<file path="src/rtl/uart_modem_ctrl.sv">
// Modem-control / flow-control sequencer for the APB UART: modem input sync, MSR deltas and IRQ,
// MCR-driven pins with loopback, CTS-gated TX grants and RX-level RTS throttling (UART_AUTO_FLOW_EN).
module uart_modem_ctrl #(
  parameter int FIFO_AW     = 4,
  parameter int SYNC_STAGES = 2
) (
  input  logic               clk,
  input  logic               rst_n,
  input  logic               nCTS,
  input  logic               nDSR,
  input  logic               nDCD,
  input  logic               nRI,
  output logic               nRTS,
  output logic               nDTR,
  output logic               OUT1,
  output logic               OUT2,
  input  logic               mcr_wr,
  input  logic [5:0]         mcr_wdata,
  output logic [5:0]         mcr,
  input  logic               msr_rd,
  output logic [7:0]         msr,
  input  logic               ier_msi,
  output logic               modem_irq,
  input  logic [FIFO_AW:0]   rx_fifo_level,
  input  logic [FIFO_AW:0]   rx_trig,
  input  logic               tx_req,
  output logic               tx_gnt
);

`ifdef UART_AUTO_FLOW_EN
  localparam logic [5:0] MCR_MASK = 6'h3F;
`else
  localparam logic [5:0] MCR_MASK = 6'h1F;
`endif

  typedef enum logic [1:0] {TX_IDLE, TX_HOLD, TX_GNT, TX_WAIT} tx_state_t;

  // Bit order throughout the status path: {DCD, RI, DSR, CTS}
  logic [SYNC_STAGES-1:0][3:0] sync_q;
  logic [5:0] mcr_q;
  logic [3:0] stat_q;
  logic [3:0] delta_q;
  logic [3:0] stat_src;
  logic [3:0] delta_ev;
  logic [3:0] delta_d;
  logic       irq_q;
  logic       dtr, rts, out1, out2, loop;
  logic       rts_ok;
  logic       cts_ok;
  tx_state_t  tx_q, tx_d;
  logic       gnt_q;

  assign dtr  = mcr_q[0];
  assign rts  = mcr_q[1];
  assign out1 = mcr_q[2];
  assign out2 = mcr_q[3];
  assign loop = mcr_q[4];

  // Input synchronizers; reset to the inactive (high) level
  always_ff @(posedge clk or negedge rst_n) begin
    if (!rst_n) begin
      sync_q <= '1;
    end else begin
      sync_q <= {sync_q[SYNC_STAGES-2:0], {nDCD, nRI, nDSR, nCTS}};
    end
  end

  always_ff @(posedge clk or negedge rst_n) begin
    if (!rst_n) begin
      mcr_q <= '0;
    end else if (mcr_wr) begin
      mcr_q <= mcr_wdata & MCR_MASK;
    end
  end

  // Loopback feeds the status bits from the MCR outputs instead of the pins
  assign stat_src = loop ? {out2, out1, dtr, rts} : ~sync_q[SYNC_STAGES-1];

  assign delta_ev = {stat_q[3] ^ stat_src[3],
                     stat_q[2] & ~stat_src[2],
                     stat_q[1] ^ stat_src[1],
                     stat_q[0] ^ stat_src[0]};

  // A new event on the read cycle keeps its delta bit set
  assign delta_d = delta_ev | (delta_q & ~{4{msr_rd}});

  // Status / delta stage boundary, IRQ one stage behind
  always_ff @(posedge clk or negedge rst_n) begin
    if (!rst_n) begin
      stat_q  <= '0;
      delta_q <= '0;
      irq_q   <= 1'b0;
    end else begin
      stat_q  <= stat_src;
      delta_q <= delta_d;
      irq_q   <= ier_msi & (|delta_q);
    end
  end

`ifdef UART_AUTO_FLOW_EN
  typedef enum logic {RTS_ON = 1'b0, RTS_OFF = 1'b1} rts_state_t;

  rts_state_t         rts_q, rts_d;
  logic               afe;
  logic [FIFO_AW:0]   rts_thr;

  assign afe     = mcr_q[5];
  // A zero trigger would throttle an empty FIFO forever, so clamp it to one
  assign rts_thr = (rx_trig == '0) ? {{FIFO_AW{1'b0}}, 1'b1} : rx_trig;

  always_ff @(posedge clk or negedge rst_n) begin
    if (!rst_n) begin
      rts_q <= RTS_ON;
    end else begin
      rts_q <= rts_d;
    end
  end

  always_comb begin
    rts_d = rts_q;
    if (!afe) begin
      rts_d = RTS_ON;
    end else begin
      case (rts_q)
        RTS_ON:  if (rx_fifo_level >= rts_thr) rts_d = RTS_OFF;
        RTS_OFF: if (rx_fifo_level == '0)      rts_d = RTS_ON;
        default: rts_d = RTS_ON;
      endcase
    end
  end

  assign rts_ok = (rts_q == RTS_ON);
  assign cts_ok = ~afe | stat_q[0];
`else
  logic unused_fifo;

  assign unused_fifo = ^{rx_fifo_level, rx_trig};
  assign rts_ok      = 1'b1;
  assign cts_ok      = 1'b1;
`endif

  always_ff @(posedge clk or negedge rst_n) begin
    if (!rst_n) begin
      tx_q  <= TX_IDLE;
      gnt_q <= 1'b0;
    end else begin
      tx_q  <= tx_d;
      gnt_q <= (tx_q == TX_GNT);
    end
  end

  // CTS only gates the start of a character; once granted, WAIT ignores it
  always_comb begin
    tx_d = tx_q;
    case (tx_q)
      TX_IDLE: if (tx_req) tx_d = cts_ok ? TX_GNT : TX_HOLD;
      TX_HOLD: begin
        if (!tx_req)     tx_d = TX_IDLE;
        else if (cts_ok) tx_d = TX_GNT;
      end
      TX_GNT:  tx_d = TX_WAIT;
      TX_WAIT: if (!tx_req) tx_d = TX_IDLE;
      default: tx_d = TX_IDLE;
    endcase
  end

  assign nDTR      = loop | ~dtr;
  assign nRTS      = loop | ~(rts & rts_ok);
  assign OUT1      = loop | ~out1;
  assign OUT2      = loop | ~out2;
  assign mcr       = mcr_q;
  assign msr       = {stat_q, delta_q};
  assign modem_irq = irq_q;
  assign tx_gnt    = gnt_q;

endmodule
</file>
<file path="config.mk">
export PLATFORM = sky130hd
export DESIGN_NAME = uart_modem_ctrl
export DESIGN_NICKNAME = d
export VERILOG_FILES = /design/src/rtl/uart_modem_ctrl.sv
export SDC_FILE = /design/constraint.sdc
export NUM_CORES = 1
export LEC_CHECK = 0
export ABC_AREA = 1
export ABC_CLOCK_PERIOD_IN_PS = 1230
export BUFFER_PORTS_ARGS = -buffer_cell sky130_fd_sc_hd__buf_2
export CAP_MARGIN = 20
export CORE_MARGIN = 2
export CORE_UTILIZATION = 40
export CTS_BUF_LIST = sky130_fd_sc_hd__clkbuf_8
export DETAILED_ROUTE_END_ITERATION = 6
export GPL_ROUTABILITY_DRIVEN = 0
export PLACE_DENSITY_LB_ADDON = 0.15
export SYNTH_ARGS = -nofsm -noshare
export SYNTH_HDL_FRONTEND = slang
export SYNTH_SLANG_ARGS = --single-unit
export TNS_END_PERCENT = 100
</file>
<file path="constraint.sdc">
create_clock -name clk -period 1.23 [get_ports clk]
set_input_delay 0.246 -clock clk [delete_from_list [all_inputs] [get_ports clk]]
set_output_delay 0.246 -clock clk [all_outputs]
set_load 0.02 [all_outputs]
</file>
==> impl_metrics.toml, run 1 <==
[floorplan]
coreArea_um2 = 2276
start_util_pct = 43.27
die_w_um = 53.62
die-area_um2 = 2875
ioPinCount = 46
fp.dieH_um = 53.62
rows = 17

[route]
viasPerCell = 4.383
ant_nets = 0
wirelength_mm = 1.719
vias = 710
drc = 0
first_pass_iters = 4
drt_iter0_drc = 2
wl_per_cell_um = 10.61

[cts]
clock_sinks = 25
cts_tree = "built"
clk_pin_slew_ps = 90
clockRootBuffer = "clkbuf_8"
clockBufferDepth = 2
htreeDepth = 1
clk_latency_ps = 270
cts_buffers = 3

[timing]
finalCriticalPeriod_ps = 1233
maxSlewHeadroom_pct = 64.70
setup_violations = 3
worst_slew_pin_slew_ps = 529.6
hold_viol_final = 0
fin_setup_tns_ps = -4.621
whs_ps = 65.45
setup_ws_ps = -2.820
fin_crit_sh_pct = 100.2
fin_skew_ps = 3.688
drv_slew = 0
clock.fmax_mhz = 811.1
rsz0062_at_grt = "yes"

[run_status]
violations = "negative setup slack"
status = "finished with violations"

[global_routing]
grt_pass1_vias = 694
grt_antenna_before_repair = 0
grt_max_degree = 26
track_usage_pct = 14.64
grt_overflow_total = 0
grt_pass1_wl_mm = 2.925

[synth]
avgSynthCellArea_um2 = 10.26
syn_inst = 96
syn-num-nets = 122
ys_seq_elements = 25
yosysTopAreaCellShare_pct = 43.20
netlist_top_cells_area = "dfrtp_1 (43%), dfstp_2 (21%), nand2_1 (11%), inv_1 (4.6%), nand3_1 (3.0%)"
netlist_area_um2 = 984.7
synth.distinct_cells = 20
seq_area_frac_synth_pct = 64.55
yosys_warnings = 0
yosysTopAreaCell = "dfrtp_1"

[worst_setup_path]
critPathMaxFanout = 6
slowest_stage = "dfrtp_1"
required_ps = 980
setup.worst_path.start_class = "flop"
arrival_ps = 990
worstSetupPathType = "reg2out"
cp-end-kind = "output port"
path_cells = "inv_4, nand2_2, buf_6"
max_stage_delay_ps = 430

[final_layout]
area_growth_pct = 30.37
n_antenna_cell = 0
instances_no_fill = 162
drive_above_1_share_pct = 45.52
n_fill_cell = 205
fin_util_pct = 56.40
final_cell_mix = "buf_2 (28), nand2_1 (24), dfrtp_1 (17)"
fin_nets = 161
mostFrequentLayoutCell = "buf_2"
postLayoutCellArea_um2 = 1284

[min_path]
hold_class = "in2reg"

[pwr]
p_per_area_nw_per_um2 = 1443
p_total_mw = 1.852
p_leak_nw = 0.6787
ir_drop_v = 0.0008703

[placed_design]
hpwl_mm = 1.281
dpl_worst_slack_ps = 199.5
placed_cells_incl_taps = 154
placed_cell_area_um2 = 1154
port_buffers = 33

[flow_run]
cap_viol_max_count = 0
[final cells by class]
cell class	count	area [um2]	share of cell area, %
sequential	25	635.6	49.51
clock inverter	1	7.507	0.5848
multi-input combinational	54	269.0	20.96
timing repair buffer	38	244.0	19.01
clock buffer	3	41.29	3.216
tap	28	35.03	2.729
inverter	13	51.30	3.996
[cells in the mapped netlist]
| library cell | count |
|---|---|
| a21boi_0 | 1 |
| dfrtp_1 | 17 |
| nor2_1 | 2 |
| nand3_1 | 6 |
| buf_8 | 1 |
| nand2_1 | 28 |
| buf_6 | 1 |
| inv_4 | 1 |
| or2_2 | 1 |
| a21oi_1 | 1 |
| nand2_4 | 1 |
| conb_1 | 1 |
| o21ai_0 | 5 |
| nand3b_1 | 3 |
| inv_1 | 12 |
| nand3_2 | 1 |
| dfstp_2 | 8 |
| nand2_2 | 4 |
| buf_4 | 1 |
| buf_2 | 1 |
[power by group]
part | switching [mW] | internal, mW
Combinational | 0.234 | 0.160
Sequential | 0.0543 | 0.914
Clock | 0.261 | 0.229
[sequential cells by signal, summed over array words and instances, names as in the netlist]
register and count:
stat_q 4, sync_q 8, modem_irq 1, mcr 5, delta_q 4, tx_q 2
tx_gnt 1
[cells by family (layout without fill, tap and decap cells)]
group                  Yosys count  count (layout)  share of synthesized area, %
AOI/OAI and AO/OA                7               7                         3.811
and+or+nand+nor                 46              46                         22.11
buffers and inverters           17              55                         9.148
other                            1               1                        0.3808
DFF                             25              25                         64.55
[final timing paths]
kind	start	end	slack, ps	cells after the start
setup / recovery	mcr[4]	nRTS	-3	3
hold / removal	nCTS	sync_q[0]	70	1
setup reg to reg	mcr[4]	delta_q[0]	130	6
hold reg to reg	sync_q[1]	sync_q[5]	360	0
max in group asynchronous	rst_n	sync_q[1]	380	2
min in group asynchronous	rst_n	delta_q[2]	480	2
[critical path: cells and delay by family (launching register included)]
family	cells	cell delay [ps]
simple gates	1	60
buf+inv	2	240
flops	1	430
[layer usage]
metal / wire length [um] / global-route usage (%) / vias up
li1: - / - / 362
met1: 767 / 17.39 / 321
met2: 823 / 24.49 / 23
met3: 81 / 1.944 / 4
met4: 46 / 10.26 / 0
met5: 0 / 0 / -
[repair_timing]
action | in CTS | in global routing
gates resized for setup | 7 | 9
buffers inserted | 2 | 1
hold endpoints to repair | 17 | 0
setup endpoints to repair | 5 | 5
hold buffers | 1 | 0
(Power assumes the default switching activity.)
==> inputs of run 2 (changes only) <==
Settings changed: ABC_AREA 1 to unset.
==> run 2 against run 1 <==
Compared with the run above:
- the flow still finishes with violations (negative setup slack)
- area after synthesis down 6.0%
- die area decreased by 5.5%
- setup slack got worse by 14 ps
- via count is 16% lower
- clock skew grew 3.2 ps
- utilization up 0.82 points
- routed wire length is 10% lower
- combinational power up 9.1%
- total power rose by 1.3%
- critical path type unchanged
- critical endpoint is now OUT2
- highest routed layer unchanged
==> impl_metrics.toml, run 2 <==
[run_status]
status = "finished with violations"
violations = "negative setup slack"

[final_layout]
mostFrequentLayoutCell = "buf_2"
area_growth_pct = 35.41
fin_util_pct = 57.22
drive_above_1_share_pct = 59.05
postLayoutCellArea_um2 = 1254
fin_nets = 132
final_cell_mix = "buf_2 (30), dfrtp_1 (16), dfstp_2 (8)"
largest_register = "sync_q"
instances_no_fill = 133
n_antenna_cell = 0
largest_reg_flops = 8

[floorplan]
die-area_um2 = 2715
rows = 17
coreArea_um2 = 2191
ioPinCount = 46
fp.dieH_um = 52.11
start_util_pct = 42.26
die_w_um = 52.11

[pwr]
p_leak_nw = 0.6058
swShare_pct = 28.56
p_comb_share_pct = 22.9
p_sw_uw = 535.8
internal_power_mw = 1.340
sequentialPowerShare_pct = 52.5
ir_drop_v = 0.0007972
p_total_mw = 1.876
p_per_area_nw_per_um2 = 1496
clockPowerShare_pct = 24.6

[route]
ant_nets = 0
drc = 0
dr_wl_met2_um = 738
wl_per_cell_um = 11.63
drt_iter0_drc = 2
first_pass_iters = 2
wl_met1_um = 655
highest_layer = "met4"
dr_wl_met3_um = 123
viasPerCell = 4.496
wirelength_mm = 1.547
vias = 598

[timing]
clock.fmax_mhz = 802.0
rsz0062_at_grt = "yes"
hold_viol_final = 0
setup_violations = 5
setup_ws_ps = -16.92
worst_slew_pin_slew_ps = 526.6
fin_crit_sh_pct = 101.4
whs_ps = 70.67
fin_skew_ps = 6.856
fin_setup_tns_ps = -63.45
drv_slew = 0
finalCriticalPeriod_ps = 1247
maxSlewHeadroom_pct = 64.89

[synth]
syn_inst = 66
netlist_area_um2 = 925.9
yosys_warnings = 0
ys_async_sr_fraction_pct = 100.0
syn-num-nets = 92
seq_area_frac_synth_pct = 68.65
synth.distinct_cells = 19
yosys-top-cells-count = "dfrtp_1 (17), dfstp_2 (8), nor2b_1 (7)"
ys_seq_elements = 25
yosysTopAreaCell = "dfrtp_1"
synth_flop_cell = "dfrtp_1"
yosysTopAreaCellShare_pct = 45.95
synth-edff-count = 0
avgSynthCellArea_um2 = 14.03
netlist_top_cells_area = "dfrtp_1 (46%), dfstp_2 (23%), mux2_2 (4.9%), nor2b_1 (4.7%), mux2i_1 (3.2%)"
synth.most_common_cell = "dfrtp_1"

[worst_setup_path]
arrival_ps = 1000
worstSetupPathType = "reg2out"
path_cells = "nand2b_4, buf_6"
required_ps = 980
critPathMaxFanout = 6
setup.worst_path.start_class = "flop"
cp-end-kind = "output port"
slowest_stage = "dfrtp_2"
max_stage_delay_ps = 460

[placed_design]
placed_cell_area_um2 = 1107
placed_cells_incl_taps = 125
port_buffers = 33
dpl_worst_slack_ps = 42.00
hpwl_mm = 1.094

[global_routing]
grt_pass1_wl_mm = 2.587
track_usage_pct = 13.58
grt_overflow_total = 0
grt_antenna_before_repair = 0
grt_max_degree = 26
grt_pass1_vias = 614

[cts]
clockBufferDepth = 2
cts_buffers = 3
clock_sinks = 25
clk_latency_ps = 260
clockRootBuffer = "clkbuf_8"
clk_pin_slew_ps = 80
cts_tree = "built"
htreeDepth = 1

[min_path]
hold_class = "in2reg"

[flow_run]
cap_viol_max_count = 0
[run 2: repair_timing]
action	CTS	global route
gates resized for setup	2	14
gates cloned	0	0
setup buffers	3	0
endpoints found under the hold margin	17	0
hold buffers	1	0
endpoints found under the setup margin	5	7
[run 2: power by group through the flow]
stage | Clock (mW) | Combinational [mW] | Sequential [mW]
floorplan | 0 | 0.156 | 1.07
global placement | 0 | 0.362 | 0.998
detailed placement | 0 | 0.369 | 1.00
CTS | 0.483 | 0.395 | 0.979
global route | 0.523 | 0.467 | 1.00
finish | 0.461 | 0.430 | 0.985
[run 2: worst max-delay path, delay by kind of cell (launching register included)]
| family | cells | cell delay, ps |
|---|---|---|
| flip-flops | 1 | 460 |
| AND/OR/NAND/NOR | 1 | 150 |
| buffers and inverters | 1 | 130 |
[run 2: final timing paths]
path | cells after the start | startpoint | slack (ps) | endpoint
max | 2 | mcr[4] | -20 | OUT2
min | 1 | nCTS | 70 | sync_q[0]
max reg2reg | 4 | mcr[4] | 0 | delta_q[3]
min reg2reg | 0 | sync_q[2] | 360 | sync_q[6]
max in group asynchronous | 2 | rst_n | 360 | mcr[4]
min in group asynchronous | 2 | rst_n | 490 | stat_q[0]
[run 2: per-layer routing]
| metal | vias up | GRT usage [%] |
|---|---|---|
| met4 | 0 | 9.211 |
| met5 | - | 0 |
| met2 | 27 | 22.78 |
| met1 | 276 | 15.34 |
| met3 | 4 | 2.874 |
| li1 | 291 | - |
[run 2: kinds of logic after synthesis]
group	share of synthesized area (%)
compound gates	6.757
other cells	0.4050
flops	68.65
buf+inv	3.648
mux	9.594
simple gates	10.95
[run 2: area by class of cell]
type / count / area (um2)
well taps: 28 / 35.03
fillers: 203 / 937.1
inverters: 4 / 15.01
clock buffers: 3 / 41.29
repair buffers: 37 / 220.2
flip-flops and latches: 25 / 636.9
multi-input cells: 35 / 301.5
clock inverters: 1 / 3.754
